$ cat src/rtl/load_store_unit.sv
// load_store_unit: turns RISC-V byte/half/word loads and stores into whole-word
// memory accesses, with read-modify-write for sub-word stores and early rejection
// of misaligned, illegal-size or out-of-range requests.
// Latency after acceptance: error 1 cycle, load 2, word store 2, sub-word store 3.
// Backpressure: a single request in flight; req_ready only in IDLE, and the
// response is held stable until resp_ready.
// Ports:
//   clk/resetn        : clock, async active-low reset
//   req_*             : request channel from the core (valid/ready)
//   resp_*            : response channel to the core (valid/ready)
//   mem_*             : word-organised memory, combinational read, one-cycle write strobe
module load_store_unit #(
  parameter logic [31:0] ADDR_LIMIT = 32'h0000_1000
) (
  input  logic        clk,
  input  logic        resetn,
  input  logic        req_valid,
  output logic        req_ready,
  input  logic        req_we,
  input  logic [1:0]  req_size,
  input  logic        req_unsigned,
  input  logic [31:0] req_addr,
  input  logic [31:0] req_wdata,
  output logic        resp_valid,
  input  logic        resp_ready,
  output logic [31:0] resp_rdata,
  output logic [1:0]  resp_error,
  output logic [31:0] mem_addr,
  output logic [31:0] mem_wdata,
  input  logic [31:0] mem_rdata,
  output logic        mem_we
);

  typedef enum logic [1:0] {S_IDLE, S_READ, S_WRITE, S_RESP} state_e;

  state_e      state_q, state_d;
  logic        we_q;
  logic [1:0]  size_q;
  logic        uns_q;
  logic [1:0]  off_q;       // byte offset within the word; the rest of the address lives in mem_addr_q
  logic [31:0] wdata_q;
  logic [31:0] mem_addr_q;
  logic [31:0] mem_wdata_q;
  logic [31:0] rdata_q;
  logic [1:0]  err_q;

  logic        accept;
  logic [1:0]  req_err;

  // Alignment/size faults take priority over the range check.
  always_comb begin
    req_err = 2'b00;
    if (req_size == 2'b11 ||
        (req_size == 2'b01 && req_addr[0]) ||
        (req_size == 2'b10 && req_addr[1:0] != 2'b00)) begin
      req_err = 2'b01;
    end else if (req_addr >= ADDR_LIMIT) begin
      req_err = 2'b10;
    end
  end

  assign accept = req_valid && req_ready;

  function automatic logic [31:0] merge_store(input logic [31:0] word, input logic [31:0] wd,
                                              input logic [1:0] sz, input logic [1:0] off);
    logic [31:0] w;
    w = word;
    if (sz == 2'b00)      w[{off, 3'b000} +: 8]        = wd[7:0];
    else if (sz == 2'b01) w[{off[1], 4'b0000} +: 16]   = wd[15:0];
    else                  w = wd;
    return w;
  endfunction

  function automatic logic [31:0] extract_load(input logic [31:0] word, input logic [1:0] sz,
                                               input logic [1:0] off, input logic uns);
    logic [7:0]  b;
    logic [15:0] h;
    b = word[{off, 3'b000} +: 8];
    h = word[{off[1], 4'b0000} +: 16];
    case (sz)
      2'b00:   return {{24{b[7] & ~uns}}, b};
      2'b01:   return {{16{h[15] & ~uns}}, h};
      default: return word;
    endcase
  endfunction

  // State register
  always_ff @(posedge clk or negedge resetn) begin
    if (!resetn) state_q <= S_IDLE;
    else         state_q <= state_d;
  end

  // Next-state logic
  always_comb begin
    state_d = state_q;
    case (state_q)
      S_IDLE: begin
        if (accept) begin
          if (req_err != 2'b00)                  state_d = S_RESP;
          else if (req_we && req_size == 2'b10)  state_d = S_WRITE;
          else                                   state_d = S_READ;
        end
      end
      S_READ:  state_d = we_q ? S_WRITE : S_RESP;
      S_WRITE: state_d = S_RESP;
      S_RESP:  if (resp_ready) state_d = S_IDLE;
      default: state_d = S_IDLE;
    endcase
  end

  // Outputs decoded from state; mem_we falls with the async reset of state_q.
  always_comb begin
    req_ready  = (state_q == S_IDLE);
    mem_we     = (state_q == S_WRITE);
    resp_valid = (state_q == S_RESP);
  end

  // Datapath. The word read in READ is folded straight into the registered
  // write word (stores) or the registered load result, so both are stable
  // for the whole WRITE / RESP cycle.
  always_ff @(posedge clk or negedge resetn) begin
    if (!resetn) begin
      we_q        <= 1'b0;
      size_q      <= 2'b00;
      uns_q       <= 1'b0;
      off_q       <= 2'b00;
      wdata_q     <= 32'h0;
      mem_addr_q  <= 32'h0;
      mem_wdata_q <= 32'h0;
      rdata_q     <= 32'h0;
      err_q       <= 2'b00;
    end else begin
      if (accept) begin
        we_q       <= req_we;
        size_q     <= req_size;
        uns_q      <= req_unsigned;
        off_q      <= req_addr[1:0];
        wdata_q    <= req_wdata;
        mem_addr_q <= {req_addr[31:2], 2'b00};
        rdata_q    <= 32'h0;
        err_q      <= req_err;
        if (req_err == 2'b00 && req_we && req_size == 2'b10) mem_wdata_q <= req_wdata;
      end
      if (state_q == S_READ) begin
        if (we_q) mem_wdata_q <= merge_store(mem_rdata, wdata_q, size_q, off_q);
        else      rdata_q     <= extract_load(mem_rdata, size_q, off_q, uns_q);
      end
    end
  end

  assign mem_addr   = mem_addr_q;
  assign mem_wdata  = mem_wdata_q;
  assign resp_rdata = rdata_q;
  assign resp_error = err_q;

endmodule

$ cat config.mk
export PLATFORM = sky130hd
export DESIGN_NAME = load_store_unit
export DESIGN_NICKNAME = d
export VERILOG_FILES = /design/src/rtl/load_store_unit.sv
export SDC_FILE = /design/constraint.sdc
export NUM_CORES = 1
export LEC_CHECK = 0
export BUFFER_PORTS_ARGS = -buffer_cell sky130_fd_sc_hd__buf_4
export CORE_ASPECT_RATIO = 0.9
export CORE_MARGIN = 10
export CORE_UTILIZATION = 30
export CTS_BUF_LIST = sky130_fd_sc_hd__clkbuf_16
export DETAILED_ROUTE_END_ITERATION = 8
export PLACE_DENSITY = 0.62
export SETUP_SLACK_MARGIN = 0.2
export SLEW_MARGIN = 15
export SYNTH_ARGS = -nofsm -noshare
export SYNTH_HDL_FRONTEND = slang
export SYNTH_SLANG_ARGS = --single-unit
$ cat constraint.sdc
create_clock -name clk -period 6.3 [get_ports clk]
set_input_delay 1.26 -clock clk [delete_from_list [all_inputs] [get_ports clk]]
set_output_delay 1.26 -clock clk [all_outputs]
set_load 0.05 [all_outputs]
==> metrics.txt <==
buffer count from post-CTS setup fixing 0; clock tree skew after final layout 0.00801 ns; most frequent cells after synthesis sky130_fd_sc_hd__dfrtp_1 (136), sky130_fd_sc_hd__mux2_2 (77), sky130_fd_sc_hd__a21oi_1 (44); buffer depth of the longest clock path 2; mean routed wirelength per cell 23.3 um; Slowest cell on crit path sky130_fd_sc_hd__dfrtp_2; time the final worst path needs with I/O delays and setup 3.00 ns; Syn-to-layout area delta 31.6%; die height 168 um; Period Utilization, post-route 47.6%; CTS Root Buffer Type sky130_fd_sc_hd__clkbuf_16; insertion delay of the later-clocked pin in the worst-skew pair 0.43 ns; layout cell share with drive strength beyond 1 38.9%; startpoint-to-endpoint class of the critical path reg -> reg; Final TNS setup 0 ns; first-pass GRT wire length 41400 um; Starting Density 30.7%; run status completed; count of mapped cells out of synthesis 684; largest fanout on the critical path 47; primary flip-flop cell chosen by synthesis mapping sky130_fd_sc_hd__dfrtp_1; overall via count from detail_route 6601; DR vias/cell 5.64; critical path data required time 6.58 ns; critical-path cell list inv_1 -> ha_1 -> and4bb_2 -> o22a_1 -> a221oi_1 -> a31oi_1; drc violations 0; instance area at placement 8940 um2; # nets final 968; number of antenna violations at the first check in global routing 0; critical path arrival 3.28 ns; number of DRC markers in iteration 0 758; number of failing hold endpoints at the final stage 0; switching power total 3.01 mW; CTS hold repair buffers 0; count of cells resized by post-cts repair 0; number of diodes 0; total of warnings raised by yosys 0; unrepaired setup endpoints after global routing no; Distinct cells, synth 57; post-synth design cell area 7260 um2; maximum capacitance violations 0; max-slew violation count 0; global routing usage summed across all routing layers 17.4%; core region area 23600 um2; H-tree levels 4; drt pass-1 iters 5; fraction of power spent switching nets 49.8%; detailed placer's ending HPWL 19500 um; horizontal die dimension 184 um; synth top area cells sky130_fd_sc_hd__dfrtp_1 (47%), sky130_fd_sc_hd__mux2_2 (12%), sky130_fd_sc_hd__a21oi_1 (3.0%); worst min path class reg -> reg; DIE AREA 30800 um2; total power consumption of the routed design 6.06 mW; Int Power 3.04 mW; Final setup viols 0; Tightest Pin Transition 1.14 ns; Logic pwr share 54.2%; Setup crit start kind register; post-detailed-routing wire length 27300 um; sequential share of power 28.4%; CP peak stage delay 1.07 ns; synthesized area divided by synthesized cell count 10.6 um2; portion of synthesized cell area occupied by the leading cell type 46.9%; clock network fraction of design power 17.4%; final weighted congestion in routability-driven placement 0.840; global route total overflow 0; largest area contributor in the netlist sky130_fd_sc_hd__dfrtp_1; proportion of synthesized chip area in sequential cells 46.9%; number of storage elements in the synthesis netlist 136; Buffers on Ports 202; leak pwr 4.16 nW; Slew HR 23.4%; maximum number of pins on one net before global-route repair 87; cell area after layout 9550 um2; number of enable-type register cells in the synthesized netlist 0; total clock buffers created by CTS 17; cell area power density 634 nW/um2; Row Count 53; leading cell type by number of instances after synthesis sky130_fd_sc_hd__dfrtp_1; FFs w/ async S/R, synth 100%; Crit. End Element register; I/O pin count 205; maximum operating frequency 0.334 GHz; clk slew on worst S/H paths 0.07 ns; remaining antenna violation count after routing 0; Peak VDD IR 0.461 mV; TritonCTS Sinks 136; number of global-route vias before repair 6631; CTS tree built
[state kept, by name (all words and copies together) (netlist names)]
| signal | count |
|---|---|
| size_q | 2 |
| resp_error | 2 |
| mem_wdata | 32 |
| mem_addr | 30 |
| wdata_q | 32 |
| we_q | 1 |
| state_q | 2 |
| off_q | 2 |
| resp_rdata | 32 |
| uns_q | 1 |
[per-stage QoR]
| stage | util, % | worst slack [ns] | std cells | hold WS, ns |
|---|---|---|---|---|
| 2_1_floorplan | - | 3.83 | 685 | 0.480 |
| 3_3_place_gp | 37.9 | 3.14 | 1138 | 0.468 |
| 3_5_place_dp | 37.9 | 3.09 | 1138 | 0.475 |
| 4_1_cts | 40.4 | 3.32 | 1170 | 0.490 |
| 5_1_grt | 40.5 | 3.12 | 1170 | 0.521 |
| 6_report | 40.5 | 3.30 | 1170 | 0.489 |
[cell families (layout without fill, tap and decap cells)]
logic type	Yosys count	count (layout)	share of synthesized area [%]
AND/OR/NAND/NOR	159	159	11.7
other	1	2	0.0517
adder cells (fa/ha/maj)	9	9	1.55
flip-flops	136	136	46.9
buffers and inverters	75	258	4.86
multiplexers	95	95	14.6
AO/OA/AOI/OAI	209	209	20.3
[power groups by stage]
stage | clock [mW] | sequential, mW | combinational [mW]
4_1_cts | 1.07 | 1.71 | 3.29
6_report | 1.05 | 1.72 | 3.28
5_1_grt | 1.11 | 1.77 | 3.50
3_5_place_dp | 0 | 1.72 | 3.28
2_1_floorplan | 0 | 2.59 | 1.38
3_3_place_gp | 0 | 1.71 | 3.26
[worst max-delay path, delay by kind of cell (launching register included)]
| family | cells | cell delay, ns |
|---|---|---|
| buf+inv | 1 | 0.24 |
| compound gates | 3 | 0.82 |
| simple gates | 1 | 0.29 |
| flops | 1 | 1.07 |
| fa+ha+maj | 1 | 0.41 |
[placed cells by master (no fill, tap or decap), types with 21 or more instances in the layout]
cell type / n
sky130_fd_sc_hd__a211oi_1: 28
sky130_fd_sc_hd__a21oi_1: 43
sky130_fd_sc_hd__buf_4: 211
sky130_fd_sc_hd__dfrtp_1: 135
sky130_fd_sc_hd__mux2_2: 77
sky130_fd_sc_hd__nand2_1: 32
sky130_fd_sc_hd__nor2_1: 41
sky130_fd_sc_hd__nor4_1: 21
sky130_fd_sc_hd__o21ai_0: 37
[cell type report]
| type | count | area [um2] |
|---|---|---|
| multi-input cells | 474 | 3520 |
| clock inverters | 15 | 180 |
| well taps | 302 | 378 |
| flip-flops and latches | 136 | 3400 |
| fillers | 2357 | 14100 |
| clock buffers | 17 | 425 |
| repair buffers | 212 | 1600 |
| inverters | 14 | 52.6 |
[per-layer routing]
| metal | global-route usage, % | up-vias | share of wire, % |
|---|---|---|---|
| li1 | - | 2961 | - |
| met1 | 23.0 | 3264 | 43 |
| met2 | 25.3 | 335 | 44 |
| met3 | 6.38 | 41 | 11 |
| met4 | 6.16 | 0 | 2.4 |
| met5 | 0 | - | 0 |
[final timing paths]
check / startpoint / to / slack (ns) / cells after the start
setup / recovery: off_q[1]$_DFFE_PN0P_ / mem_wdata[7]$_DFF_PN0_ / 3.30 / 6
setup reg to reg: off_q[1]$_DFFE_PN0P_ / mem_wdata[7]$_DFF_PN0_ / 3.30 / 6
min in group asynchronous: resetn / resp_rdata[20]$_DFF_PN0_ / 0.89 / 1
hold / removal: resp_rdata[3]$_DFF_PN0_ / resp_rdata[3]$_DFF_PN0_ / 0.49 / 2
hold reg to reg: resp_rdata[3]$_DFF_PN0_ / resp_rdata[3]$_DFF_PN0_ / 0.49 / 2
max in group asynchronous: resetn / mem_wdata[29]$_DFF_PN0_ / 4.18 / 2
Power figures use the tool's default switching activity.
